## src/rtl/blit_pkg.sv

```systemverilog
`default_nettype none
// ============================================================================
//  Module   : blit_pkg
//  Purpose  : Shared types and default constants for the sprite blit engine:
//             FSM state encoding, the latched command record and a small
//             signed range helper used for screen clipping.
//  Ports    : (package - none)
//  Revision : 1.0  initial release
// ============================================================================
package blit_pkg;

  localparam int DEF_DATA_W    = 16;
  localparam int DEF_SRC_AW    = 18;
  localparam int DEF_COORD_W   = 10;
  localparam int DEF_SCREEN_W  = 640;
  localparam int DEF_SCREEN_H  = 480;
  localparam int DEF_PAL_IDX_W = 4;
  localparam logic [DEF_DATA_W-1:0] DEF_TRANSPARENT_KEY = 16'hF81F;

  typedef enum logic [1:0] {
    IDLE  = 2'd0,
    RUN   = 2'd1,
    DRAIN = 2'd2,
    DONE  = 2'd3
  } blit_state_t;

  // Command captured on the edge that accepts execute; the job only ever
  // looks at this copy, so software may change cmd_* while a job runs.
  typedef struct packed {
    logic [DEF_SRC_AW-1:0]  src_base;
    logic [DEF_COORD_W-1:0] width;
    logic [DEF_COORD_W-1:0] height;
    logic [DEF_COORD_W:0]   dst_x;
    logic [DEF_COORD_W:0]   dst_y;
    logic                   flip_x;
    logic                   transparent_en;
    logic                   indexed;
  } blit_cmd_t;

  // True when a signed coordinate lies inside 0 .. limit-1.
  function automatic logic in_range(input int v, input int limit);
    return (v >= 0) && (v < limit);
  endfunction

endpackage

`default_nettype wire

```

## src/rtl/blit_addr_gen.sv

```systemverilog
`default_nettype none
// ============================================================================
//  Module   : blit_addr_gen
//  Purpose  : Pipeline stage S0 of the blit engine. Walks the sprite in
//             raster order, producing the registered sprite ROM address
//             (with optional horizontal mirror) and the signed destination
//             coordinate of the pixel currently presented to the ROM.
//  Ports    : clk, reset          clock / synchronous active-high reset
//             start               load pixel (0,0) from start_* inputs
//             advance             pipeline not stalled; step to next pixel
//             start_base/width/flip  raw command values used on start
//             base/width/height/flip/dst_x/dst_y  latched command
//             src_addr            ROM address of the S0 pixel
//             pix_valid/pix_last  S0 holds a pixel / it is the final one
//             dst_x, dst_y        signed destination of the S0 pixel
//  Revision : 1.0  initial release
// ============================================================================
module blit_addr_gen #(
  parameter int SRC_AW  = 18,
  parameter int COORD_W = 10
) (
  input  logic                 clk,
  input  logic                 reset,
  input  logic                 start,
  input  logic                 advance,
  input  logic [SRC_AW-1:0]    start_base,
  input  logic [COORD_W-1:0]   start_width,
  input  logic                 start_flip,
  input  logic [SRC_AW-1:0]    base,
  input  logic [COORD_W-1:0]   width,
  input  logic [COORD_W-1:0]   height,
  input  logic                 flip,
  input  logic [COORD_W:0]     dst_x0,
  input  logic [COORD_W:0]     dst_y0,
  output logic [SRC_AW-1:0]    src_addr,
  output logic                 pix_valid,
  output logic                 pix_last,
  output logic [COORD_W+1:0]   dst_x,
  output logic [COORD_W+1:0]   dst_y
);

  logic [COORD_W-1:0] col_q, col_d;
  logic [COORD_W-1:0] row_q, row_d;
  logic [SRC_AW-1:0]  row_off_q, row_off_d;   // row * width, built incrementally
  logic [SRC_AW-1:0]  src_addr_q, src_addr_d;
  logic               valid_q, valid_d;

  logic [COORD_W-1:0] w_m1;
  logic [COORD_W-1:0] h_m1;
  logic [COORD_W-1:0] start_col;
  logic [COORD_W-1:0] next_src_col;
  logic               last_col;
  logic               last_row;

  assign w_m1      = width - COORD_W'(1);
  assign h_m1      = height - COORD_W'(1);
  assign last_col  = (col_q == w_m1);
  assign last_row  = (row_q == h_m1);
  assign start_col = start_flip ? (start_width - COORD_W'(1)) : '0;

  always_comb begin
    col_d        = col_q;
    row_d        = row_q;
    row_off_d    = row_off_q;
    src_addr_d   = src_addr_q;
    valid_d      = valid_q;
    next_src_col = '0;
    if (start) begin
      // Address of pixel (0,0) comes straight from the raw command so the
      // ROM sees it on the cycle after execute is accepted.
      col_d      = '0;
      row_d      = '0;
      row_off_d  = '0;
      valid_d    = 1'b1;
      src_addr_d = start_base + {{(SRC_AW-COORD_W){1'b0}}, start_col};
    end else if (valid_q && advance) begin
      if (last_col && last_row) begin
        valid_d = 1'b0;
      end else begin
        if (last_col) begin
          col_d     = '0;
          row_d     = row_q + COORD_W'(1);
          row_off_d = row_off_q + {{(SRC_AW-COORD_W){1'b0}}, width};
        end else begin
          col_d = col_q + COORD_W'(1);
        end
        next_src_col = flip ? (w_m1 - col_d) : col_d;
        src_addr_d   = base + row_off_d + {{(SRC_AW-COORD_W){1'b0}}, next_src_col};
      end
    end
  end

  always_ff @(posedge clk) begin
    if (reset) begin
      col_q      <= '0;
      row_q      <= '0;
      row_off_q  <= '0;
      src_addr_q <= '0;
      valid_q    <= 1'b0;
    end else begin
      col_q      <= col_d;
      row_q      <= row_d;
      row_off_q  <= row_off_d;
      src_addr_q <= src_addr_d;
      valid_q    <= valid_d;
    end
  end

  assign src_addr  = src_addr_q;
  assign pix_valid = valid_q;
  assign pix_last  = last_col && last_row;

  // Two extra bits: sign plus headroom so dst + col never wraps on-screen.
  assign dst_x = {dst_x0[COORD_W], dst_x0} + {2'b00, col_q};
  assign dst_y = {dst_y0[COORD_W], dst_y0} + {2'b00, row_q};

endmodule

`default_nettype wire

```

## src/rtl/blit_engine.sv

```systemverilog
`default_nettype none
// ============================================================================
//  Module   : blit_engine
//  Purpose  : Sprite copy engine. Copies a WxH rectangle from the sprite ROM
//             to the frame writer with horizontal flip, colour-key
//             transparency, screen clipping, 4-bit palette mode and writer
//             backpressure. Three-stage pipeline:
//               S0 address generator -> src_addr
//               S1 src_data -> colour / keep decision
//               S2 program_* output registers
//  Ports    : clk, reset                 clock / sync active-high reset
//             execute, done, busy        software 4-phase handshake
//             cmd_*                      job description (latched at start)
//             src_addr, src_data         sprite ROM (1-cycle read latency)
//             palette_index/_color       external combinational palette
//             program_x/y/data/write     frame writer request
//             program_ready              writer accept; low stalls pipeline
//  Revision : 1.0  initial release
// ============================================================================
module blit_engine
  import blit_pkg::*;
#(
  parameter int DATA_W    = DEF_DATA_W,
  parameter int SRC_AW    = DEF_SRC_AW,
  parameter int COORD_W   = DEF_COORD_W,
  parameter int SCREEN_W  = DEF_SCREEN_W,
  parameter int SCREEN_H  = DEF_SCREEN_H,
  parameter int PAL_IDX_W = DEF_PAL_IDX_W,
  parameter logic [DATA_W-1:0] TRANSPARENT_KEY = DEF_TRANSPARENT_KEY
) (
  input  logic                 clk,
  input  logic                 reset,
  input  logic                 execute,
  output logic                 done,
  output logic                 busy,
  input  logic [SRC_AW-1:0]    cmd_src_base,
  input  logic [COORD_W-1:0]   cmd_width,
  input  logic [COORD_W-1:0]   cmd_height,
  input  logic [COORD_W:0]     cmd_dst_x,
  input  logic [COORD_W:0]     cmd_dst_y,
  input  logic                 cmd_flip_x,
  input  logic                 cmd_transparent_en,
  input  logic                 cmd_indexed,
  output logic [SRC_AW-1:0]    src_addr,
  input  logic [DATA_W-1:0]    src_data,
  output logic [PAL_IDX_W-1:0] palette_index,
  input  logic [DATA_W-1:0]    palette_color,
  output logic [COORD_W-1:0]   program_x,
  output logic [COORD_W-1:0]   program_y,
  output logic [DATA_W-1:0]    program_data,
  output logic                 program_write,
  input  logic                 program_ready
);

  // The command record is sized by the package; the width parameters are
  // expected to stay at their package defaults.
  blit_state_t state_q, state_d;
  blit_cmd_t   cmd_q, cmd_d, cmd_raw;
  logic        start;
  logic        stall;

  // S0 outputs
  logic               pix_valid;
  logic               pix_last;
  logic [COORD_W+1:0] dst_x;
  logic [COORD_W+1:0] dst_y;
  logic               on_screen;

  // S1 registers
  logic               s1_valid_q, s1_valid_d;
  logic               s1_on_q, s1_on_d;
  logic [COORD_W-1:0] s1_x_q, s1_x_d;
  logic [COORD_W-1:0] s1_y_q, s1_y_d;

  // src_data capture used while stalled (see below)
  logic               stall_q;
  logic [DATA_W-1:0]  hold_q, hold_d;
  logic [DATA_W-1:0]  src_eff;
  logic [DATA_W-1:0]  colour;
  logic               keep;

  // S2 registers
  logic               pw_q, pw_d;
  logic [COORD_W-1:0] px_q, px_d;
  logic [COORD_W-1:0] py_q, py_d;
  logic [DATA_W-1:0]  pd_q, pd_d;

  always_comb begin
    cmd_raw                = '0;
    cmd_raw.src_base       = cmd_src_base;
    cmd_raw.width          = cmd_width;
    cmd_raw.height         = cmd_height;
    cmd_raw.dst_x          = cmd_dst_x;
    cmd_raw.dst_y          = cmd_dst_y;
    cmd_raw.flip_x         = cmd_flip_x;
    cmd_raw.transparent_en = cmd_transparent_en;
    cmd_raw.indexed        = cmd_indexed;
  end

  // A pending write the writer refuses freezes every stage.
  assign stall = pw_q && !program_ready;

  // ---------------------------------------------------------------- FSM
  always_comb begin
    state_d = state_q;
    cmd_d   = cmd_q;
    start   = 1'b0;
    case (state_q)
      IDLE: begin
        if (execute) begin
          cmd_d = cmd_raw;
          if ((cmd_width == '0) || (cmd_height == '0)) begin
            state_d = DONE;
          end else begin
            start   = 1'b1;
            state_d = RUN;
          end
        end
      end
      RUN: begin
        if (pix_valid && pix_last && !stall) state_d = DRAIN;
      end
      DRAIN: begin
        // S0/S1 empty and S2 either empty or transferring this edge.
        if (!pix_valid && !s1_valid_q && !stall) state_d = DONE;
      end
      DONE: begin
        if (!execute) state_d = IDLE;
      end
      default: state_d = IDLE;
    endcase
  end

  // ---------------------------------------------------------------- S0
  blit_addr_gen #(
    .SRC_AW  (SRC_AW),
    .COORD_W (COORD_W)
  ) u_addr_gen (
    .clk         (clk),
    .reset       (reset),
    .start       (start),
    .advance     (!stall),
    .start_base  (cmd_src_base),
    .start_width (cmd_width),
    .start_flip  (cmd_flip_x),
    .base        (cmd_q.src_base),
    .width       (cmd_q.width),
    .height      (cmd_q.height),
    .flip        (cmd_q.flip_x),
    .dst_x0      (cmd_q.dst_x),
    .dst_y0      (cmd_q.dst_y),
    .src_addr    (src_addr),
    .pix_valid   (pix_valid),
    .pix_last    (pix_last),
    .dst_x       (dst_x),
    .dst_y       (dst_y)
  );

  assign on_screen = in_range(int'($signed(dst_x)), SCREEN_W) &&
                     in_range(int'($signed(dst_y)), SCREEN_H);

  // ---------------------------------------------------------------- S1
  always_comb begin
    s1_valid_d = s1_valid_q;
    s1_on_d    = s1_on_q;
    s1_x_d     = s1_x_q;
    s1_y_d     = s1_y_q;
    if (!stall) begin
      s1_valid_d = pix_valid;
      s1_on_d    = on_screen;
      s1_x_d     = dst_x[COORD_W-1:0];
      s1_y_d     = dst_y[COORD_W-1:0];
    end
  end

  // The ROM re-reads src_addr every edge, so after the first stalled cycle
  // src_data already belongs to the next pixel. The S1 pixel's word is
  // therefore captured and replayed until the stall clears.
  assign src_eff       = stall_q ? hold_q : src_data;
  assign hold_d        = src_eff;
  assign palette_index = src_eff[PAL_IDX_W-1:0];
  assign colour        = cmd_q.indexed ? palette_color : src_eff;
  assign keep          = s1_valid_q && s1_on_q &&
                         !(cmd_q.transparent_en && (colour == TRANSPARENT_KEY));

  // ---------------------------------------------------------------- S2
  always_comb begin
    pw_d = pw_q;
    px_d = px_q;
    py_d = py_q;
    pd_d = pd_q;
    if (!stall) begin
      pw_d = keep;
      if (keep) begin
        px_d = s1_x_q;
        py_d = s1_y_q;
        pd_d = colour;
      end
    end
  end

  always_ff @(posedge clk) begin
    if (reset) begin
      state_q    <= IDLE;
      cmd_q      <= '0;
      s1_valid_q <= 1'b0;
      s1_on_q    <= 1'b0;
      s1_x_q     <= '0;
      s1_y_q     <= '0;
      stall_q    <= 1'b0;
      hold_q     <= '0;
      pw_q       <= 1'b0;
      px_q       <= '0;
      py_q       <= '0;
      pd_q       <= '0;
    end else begin
      state_q    <= state_d;
      cmd_q      <= cmd_d;
      s1_valid_q <= s1_valid_d;
      s1_on_q    <= s1_on_d;
      s1_x_q     <= s1_x_d;
      s1_y_q     <= s1_y_d;
      stall_q    <= stall;
      hold_q     <= hold_d;
      pw_q       <= pw_d;
      px_q       <= px_d;
      py_q       <= py_d;
      pd_q       <= pd_d;
    end
  end

  assign done          = (state_q == DONE);
  assign busy          = (state_q != IDLE);
  assign program_write = pw_q;
  assign program_x     = px_q;
  assign program_y     = py_q;
  assign program_data  = pd_q;

endmodule

`default_nettype wire

```

## config.mk

```make
export PLATFORM = sky130hd
export DESIGN_NAME = blit_engine
export DESIGN_NICKNAME = d
export VERILOG_FILES = /design/src/rtl/blit_pkg.sv /design/src/rtl/blit_addr_gen.sv /design/src/rtl/blit_engine.sv
export SDC_FILE = /design/constraint.sdc
export NUM_CORES = 1
export LEC_CHECK = 0
export CORE_MARGIN = 3
export CORE_UTILIZATION = 35
export DETAILED_ROUTE_END_ITERATION = 12
export GPL_ROUTABILITY_DRIVEN = 1
export PLACE_DENSITY = 0.54
export SYNTH_ARGS = -nofsm -noshare
export SYNTH_HDL_FRONTEND = slang
export SYNTH_SLANG_ARGS = --single-unit
export TNS_END_PERCENT = 10
```

## constraint.sdc

```tcl
create_clock -name clk -period 13.5 [get_ports clk]
set_input_delay 2.025 -clock clk [delete_from_list [all_inputs] [get_ports clk]]
set_output_delay 2.025 -clock clk [all_outputs]
set_load 0.005 [all_outputs]
```

=== After elaboration in Yosys (flattened, before gate mapping) ===
Cells that the tools add are included.

* Bits in registers: 198
* Logic and storage cells: 113
* Bits of input ports: 99

* $lt $le $gt $ge: 4
* Bitwise operators: 2
* $add $sub $neg: 12
* Equality and inequality tests: 11
* Reduce and logical (&&, ||, !) cells: 33
* Mux-type cells: 27

{| class="wikitable"
|+ Operator list
! cell !! number
|-
| $mux W18 || 7
|-
| $mux W10 || 6
|-
| $add A18 B10 Y18 || 3
|-
| $mux W16 || 2
|-
| $sub A10 B1 Y10 const B || 3
|-
| $add A11 B11 Y12 || 2
|-
| $ge A12 B1 Y1 const B || 2
|-
| $add A10 B1 Y10 const B || 2
|-
| $eq A10 B10 Y1 || 2
|-
| $logic_not A10 Y1 || 2
|-
| $add A18 B18 Y18 || 1
|-
| $eq A16 B16 Y1 const B || 1
|-
| $logic_and A1 B1 Y1 || 13
|-
| $lt A12 B10 Y1 const B || 1
|-
| $lt A12 B11 Y1 const B || 1
|-
| $mux W2 || 5
|-
| $ne A2 B2 Y1 const B || 5
|-
| $reduce_and A2 Y1 || 5
|-
| $sub A10 B10 Y10 || 1
|-
| $pmux W2 S4 || 1
|-
| $mux W1 || 6
|-
| $reduce_bool A2 Y1 || 3
|-
| $logic_not A1 Y1 || 5
|-
| $eq A2 B2 Y1 const B || 2
|-
| other kinds (7) || 8
|}

=== Logic depth before layout (Yosys ltp) ===
Gate-level depths: netlist (run 1).

* Depth in word-level cells: 12
* Depth in mapped cells: 32
* Depth with buffers taken out: 30

=== Modules after synthesis ===
From an unflattened synthesis (run 1), not the netlist that was laid out.

* Cell total of the unflattened synthesis: 1,597
* Area, all modules: 12,722.2 um^2

{| class="wikitable"
|+ Modules (own cells, without submodules)
! module !! area an instance (um^2) !! cells each !! instances
|-
| blit_addr_gen || 7,043.0 || 937 || 1
|-
| blit_engine || 5,679.2 || 660 || 1
|}

=== Least setup slack after synthesis (run 1) ===
No wires, ideal clock.

* Path kind: register to register
* From: register cmd_q[35] (netlist name)
* To: register u_addr_gen.src_addr_q[16] (netlist: u_addr_gen.src_addr[16])
* Slack: 7.226 ns
* Required time: 13.414 ns
* Data arrival time: 6.189 ns
* Cell stages (with the launch flop): 33
* Library setup time: 0.086 ns
* Cells stage by stage: dfxtp_1 inv_1 ha_1 nor3b_2 nand2_1 a222oi_1 nand4_4 nor2_2 buf_2 buf_2 nor2_1 ha_1 fa_1 nor2b_1 o21ai_0 a21boi_0 o21a_1 o21ai_0 nand2b_1 a21oi_1 xnor2_1 a21oi_1 fa_1 inv_1 ha_1 and3_1 and4_1 nor4_1 o31ai_1 a21oi_1 xnor2_1 mux2i_1 a211oi_1

* Word-level cells in the longest chain between the ends: 12

{| class="wikitable"
|+ RTL lines
! element !! line !! RTL
|-
| start, declared || blit_engine.sv:58 || <nowiki>blit_cmd_t cmd_q, cmd_d, cmd_raw;</nowiki>
|-
| start signal, assigned || blit_engine.sv:218 || <nowiki>cmd_q <= cmd_d;</nowiki>
|-
| $sub A10 B1 Y10 || blit_addr_gen.sv:55 || <nowiki>assign w_m1 = width - COORD_W'(1);</nowiki>
|-
| $eq A10 B10 Y1 || blit_addr_gen.sv:57 || <nowiki>assign last_col = (col_q == w_m1);</nowiki>
|-
| $mux W10 || blit_addr_gen.sv:80 || <nowiki>if (last_col) begin</nowiki>
|-
| $mux W10 || blit_addr_gen.sv:77 || <nowiki>if (last_col && last_row) begin</nowiki>
|-
| $mux W10 || blit_addr_gen.sv:76 || <nowiki>end else if (valid_q && advance) begin</nowiki>
|-
| $mux W10 || blit_addr_gen.sv:68 || <nowiki>if (start) begin</nowiki>
|-
| $sub A10 B10 Y10 || blit_addr_gen.sv:87 || <nowiki>next_src_col = flip ? (w_m1 - col_d) : col_d;</nowiki>
|-
| $mux W10 || blit_addr_gen.sv:87 ||
|-
| $add A18 B10 Y18 || blit_addr_gen.sv:88 || <nowiki>src_addr_d = base + row_off_d + {{(SRC_AW-COORD_W){1'b0}}, next_src_col};</nowiki>
|-
| $mux W18 || blit_addr_gen.sv:77 ||
|-
| $mux W18 || blit_addr_gen.sv:76 ||
|-
| $mux W18 || blit_addr_gen.sv:68 ||
|-
| end signal, assigned || blit_addr_gen.sv:104 || <nowiki>src_addr_q <= src_addr_d;</nowiki>
|-
| end, declared || blit_addr_gen.sv:45 || <nowiki>logic [SRC_AW-1:0] src_addr_q, src_addr_d;</nowiki>
|}

Several ways; a longest one is shown, not always the timed one. The select of a mux whose other input is x is not followed.
A chain may end at the register's enable or synchronous reset.

=== Worst setup path in the final report (run 1) ===
Ends and elaborated chain as after synthesis.

==> flow_summary.ini, run 1 <==
[run_status]
status = finished clean

[clocking]
cts_num_sinks = 198
cts_resized = 0
clockBufferDepth = 2
root_buffer = clkbuf_16
cts_tree = done
htreeDepth = 4
hold_buffers = 0
path_clk_slew_ns = 0.07
cts_setup_buffers = 0
cts_buffers = 17
clk-insertion-delay-late_ns = 0.44

[sta]
fin_crit_sh = 0.504
slew_violations = 0
min_period_ns = 6.81
slew_headroom = 0.326
hold_viol = 0
fin_skew_ns = 0.0141
max_freq_mhz = 147
worstMarginPinSlew_ns = 1.01
grt_setup_unrepaired = false
setup-tns-final_ns = 0
setup_violations = 0

[pwr]
power_density_nw_per_um2 = 134
seqPwrFrac = 0.366
p_sw_frac = 0.371
intPower_mw = 1.24
power_frac_comb = 0.383
max-vdd-ir-drop_mv = 0.0815
leakagePower_nw = 6.08
p_switching_mw = 0.733
pwr-share-clk = 0.251

[grt]
grt_pass1_vias = 10300
grt_pass1_wl_um = 55400
antenna_found_initial = 0
grt_max_degree = 86
overflow = 0
track_usage = 0.178

[worst_setup_path]
slowest_delay_ns = 0.53
cp.required_ns = 13.84
cp.arrival_ns = 7.15
startpoint_type = flip-flop
critPathSlowestCell = fa_1
path_max_fanout = 8
path_class = flip-flop to flip-flop
cp-end-kind = flip-flop

[die]
num_rows = 67
die_h_um = 193
ios = 160
die_w_um = 193
core_um2 = 34000
start_util = 0.361
die_area_um2 = 37400

[logic_synthesis]
synth_common_cells = nand2_1, dfxtp_1, nor2_1
netlist_instances = 1526
yosys.area.top_type = dfxtp_1
synth_flop_cell = dfxtp_1
syn_avg_cell_area_um2 = 8.04
yosysMostFrequentCell = nand2_1
synth_area_leaders = dfxtp_1, ha_1, a21oi_1, nand2_1, mux2i_1
syn_nets = 1722
netlist.area_leader.share = 0.323
synth_edf_count = 0
synth_cell_type_count = 70
synth-seq-cells = 198
async_flop_share = 0
ys_warn_count = 0
seq_area_frac_synth = 0.323
synth_area_um2 = 12300

[cells_and_area]
nFillCells = 3522
stdcell_count = 2097
finish.net_count = 1832
final_layout_size_suffix_gt1_frac = 0.0449
area_growth_pct = 20.1
antenna_cells = 0

[placement]
port_buffers = 159
globalplace.congestion = 0.845
dpl.cell_count = 2065
dp_hpwl_um = 24700

[job]
maxCapViolCount = 0

[detailed_routing]
wire_per_inst_um = 15.9
antenna_left = 0
drc_errors = 0
vias = 10600
first_iter_violations = 510
vias_per_cell = 5.04
routed_wl_um = 33300
drtPass1Iterations = 5

[min_path]
hp-class = flip-flop to flip-flop
final timing paths:
check / startpoint / endpoint / slack, ns / depth (start not counted)
min: s1_y_q[5] / s1_y_q[5] / 0.45 / 2
max reg2reg: cmd_q[35] / u_addr_gen.src_addr[16] / 6.69 / 29
max: cmd_q[35] / u_addr_gen.src_addr[16] / 6.69 / 29
min reg2reg: s1_y_q[5] / s1_y_q[5] / 0.45 / 2
worst max-delay path: cells and delay by family, from the launching register on:
family	cells	cell delay (ns)
buf+inv	3	0.26
mux	1	0.09
compound gates	11	2.22
flops	1	0.39
xor+xnor	2	0.28
simple gates	8	1.96
fa+ha+maj	4	1.52
metrics by stage:
step	util	power [mW]	setup WS, ns	hold slack (ns)	cell area [um^2]
2_1_floorplan	-	1.26	7.23	0.419	12300
3_3_place_gp	0.417	1.49	6.96	0.444	14200
3_5_place_dp	0.417	1.50	6.78	0.447	14200
4_1_cts	0.433	2.00	6.74	0.456	14700
5_1_grt	0.433	2.13	6.06	0.474	14700
6_report	0.433	1.98	6.69	0.453	14700
placed cells by master (no fill, tap or decap), types with 11 or more instances in the layout:
master,count
mux2i_1,71
o21ai_0,45
a21o_1,16
xor2_1,52
buf_4,11
o22ai_1,11
ha_1,81
a21oi_1,162
nor3_1,24
xnor2_1,67
inv_1,63
nand2_1,208
clkbuf_16,17
dfxtp_1,198
o31ai_1,11
and2_1,14
nand3_1,21
nor2b_1,26
nand2b_1,11
nor2_1,177
or3_1,12
and3_1,14
clkdlybuf4s50_1,158
nand4_1,17
a211oi_1,25
fa_1,16
sequential cells by signal, indices dropped and copies added (netlist names), 2 cells and up:
register and flops:
u_addr_gen.src_addr 18, cmd_q 63, program_data 16, s1_x_q 10, state_q 2, u_addr_gen.row_q 10
program_y 10, u_addr_gen.col_q 10, u_addr_gen.row_off_q 18, hold_q 16, program_x 10, s1_y_q 10
power groups by stage:
stage	clock (mW)	sequential [mW]	combinational, mW
finish	0.497	0.724	0.757
global route	0.536	0.735	0.856
CTS	0.515	0.725	0.765
detailed placement	0	0.738	0.758
global placement	0	0.736	0.752
floorplan	0	0.709	0.554
layout make-up:
cell class,count,area [um^2],share of cell area
multi-input combinational,1186,7750,0.526
timing repair buffer,169,1660,0.113
clock inverter,13,110,0.00747
sequential,198,3960,0.269
tap,448,561,0.0380
inverter,64,240,0.0163
clock buffer,19,453,0.0307
cell families after synthesis:
group                      count (synthesis)  synth area share
DFF                                      198             0.323
buffers and inverters                    142            0.0468
and+or+nand+nor                          569             0.213
muxes                                     78            0.0643
AOI/OAI and AO/OA                        322             0.157
adders and majority gates                 97             0.109
xor gates and xnor gates                 120            0.0867
layer usage:
layer | share of wire | GRT usage | wire length [um] | vias up
li1 | - | - | - | 5456
met1 | 0.53 | 0.265 | 17600 | 4909
met2 | 0.43 | 0.274 | 14200 | 194
met3 | 0.035 | 0.0290 | 1160 | 18
met4 | 0.011 | 0.0348 | 356 | 0
met5 | 0 | 0 | 0 | -
(Power assumes the default switching activity.)
==> run 2: changes to the inputs <==
Settings changed: PLACE_DENSITY 0.54 to 0.56.
Clock period 13.5 ns to 6.2 ns, I/O delays scaled along.
==> run 2 against run 1 <==
  * Clock power is 130% higher
  * Global-route usage fell by 0.25 points
  * Worst hold slack better by 0.0017 ns
  * Fmax grew 17%
  * Power up 130%
  * Sequential power grew 120%
  * Largest power group unchanged
==> flow_summary.ini, run 2 (synthesis results as in run 1) <==
[detailed_routing]
drtPass1Iterations = 4
drc_errors = 0
vias_per_cell = 5.03
antenna_left = 0
first_iter_violations = 569
vias = 10600
wire_per_inst_um = 15.8
routed_wl_um = 33400

[cells_and_area]
regMostFlops = cmd_q
fin_area_um2 = 15000
stdcell_count = 2117
largest_reg_flops = 63
layout_commonest_cell = nand2_1
regArea_um2 = 3970
multi_input_area_um2 = 7810
nFillCells = 3435
finish.net_count = 1852
antenna_cells = 0
utilization = 0.441
final_cell_mix = nand2_1, dfxtp_1, nor2_1
final_layout_size_suffix_gt1_frac = 0.0611
area_growth_pct = 22.3

[worst_setup_path]
startpoint_type = flip-flop
rrSetupSlack_ns = 0.38
path_class = flip-flop to flip-flop
cp.required_ns = 6.49
cp-end-kind = flip-flop
cp.arrival_ns = 6.11
path_max_fanout = 7

[placement]
port_buffers = 159
globalplace.congestion = 0.868
postPlaceCellArea_um2 = 14300
dpl_worst_slack_ns = 0.00958
dp_hpwl_um = 25000
dpl.cell_count = 2085

[sta]
slew_violations = 0
fin_hold_ws_ns = 0.455
setup_violations = 0
finalWorstSetupSlack_ns = 0.376
min_period_ns = 5.82
setup-tns-final_ns = 0
worstMarginPinSlew_ns = 1.18
fin_skew_ns = 0.0182
fin_crit_sh = 0.939
grt_setup_unrepaired = false
hold_viol = 0
max_freq_mhz = 172
slew_headroom = 0.216

[pwr]
leakagePower_nw = 6.22
power_frac_comb = 0.387
pwr-share-clk = 0.261
intPower_mw = 2.84
p_switching_mw = 1.61
power_mw = 4.45
max-vdd-ir-drop_mv = 0.173
p_sw_frac = 0.363
power_density_nw_per_um2 = 297
seqPwrFrac = 0.352

[grt]
grt_max_degree = 64
grt_pass1_vias = 10100
track_usage = 0.176
overflow = 0
grt_pass1_wl_um = 54600
antenna_found_initial = 0

[clocking]
htreeDepth = 4
root_buffer = clkbuf_16
cts_num_sinks = 198
cts_tree = done
cts_setup_buffers = 0
path_clk_slew_ns = 0.08
clk-insertion-delay-late_ns = 0.44
clockBufferDepth = 2
cts_buffers = 17

[die]
die_w_um = 193
die_h_um = 193
core_um2 = 34000
start_util = 0.361
ios = 160
num_rows = 67
die_area_um2 = 37400

[min_path]
hp-class = flip-flop to flip-flop

[job]
maxCapViolCount = 0

[run_status]
status = finished clean
run 2: worst paths after layout:
| path | startpoint | endpoint | cells after the start |
|---|---|---|---|
| worst max-delay path | cmd_q[35] | u_addr_gen.src_addr[17] | 26 |
| worst min-delay path | s1_x_q[4] | s1_x_q[4] | 2 |
| worst max register to register | cmd_q[35] | u_addr_gen.src_addr[17] | 26 |
| worst min register to register | s1_x_q[4] | s1_x_q[4] | 2 |
run 2: timing repair:
item | in CTS | in global routing
gates cloned | 0 | 0
hold buffers | 0 | 0
setup endpoints to repair | 2 | 7
gates resized for setup | 1 | 19
pin swaps | 0 | 6
run 2: critical path, stage by stage, from the launching register on:
cell and delay [ns]:
dfxtp_4 0.37, or4_4 0.57, or2_4 0.30, o31ai_4 0.22
nand4_4 0.17, buf_4 0.20, o22ai_1 0.28, ha_1 0.32
or3_1 0.35, o21ai_0 0.08, a21oi_1 0.09, a31oi_1 0.19
xnor2_1 0.14, nand2_1 0.08, xor2_1 0.19, fa_1 0.50
inv_1 0.04, ha_1 0.30, and3_1 0.18, buf_4 0.12
nand4_1 0.08, a21oi_1 0.16, nor2_1 0.09, a31oi_1 0.20
xnor3_1 0.23, mux2i_1 0.13, o22ai_1 0.09
run 2: cell type report:
class	count	share of cell area
clock buffers	19	0.0302
clock inverters	13	0.0105
inverters	64	0.0160
multi-input cells	1186	0.520
flip-flops and latches	198	0.265
well taps	448	0.0373
repair buffers	189	0.121
run 2: power by group through the flow:
stage	clock, mW	sequential (mW)	combinational, mW
2_1_floorplan	0	1.55	1.21
3_3_place_gp	0	1.59	1.69
3_5_place_dp	0	1.60	1.71
4_1_cts	1.20	1.57	1.72
5_1_grt	1.25	1.59	1.93
6_report	1.16	1.57	1.72
run 2: metal layers:
metal,global-route usage,up-vias,part of all wire
li1,-,5488,-
met1,0.263,4954,0.53
met2,0.268,191,0.43
met3,0.0282,16,0.035
met4,0.0351,0,0.0093
met5,0,-,0
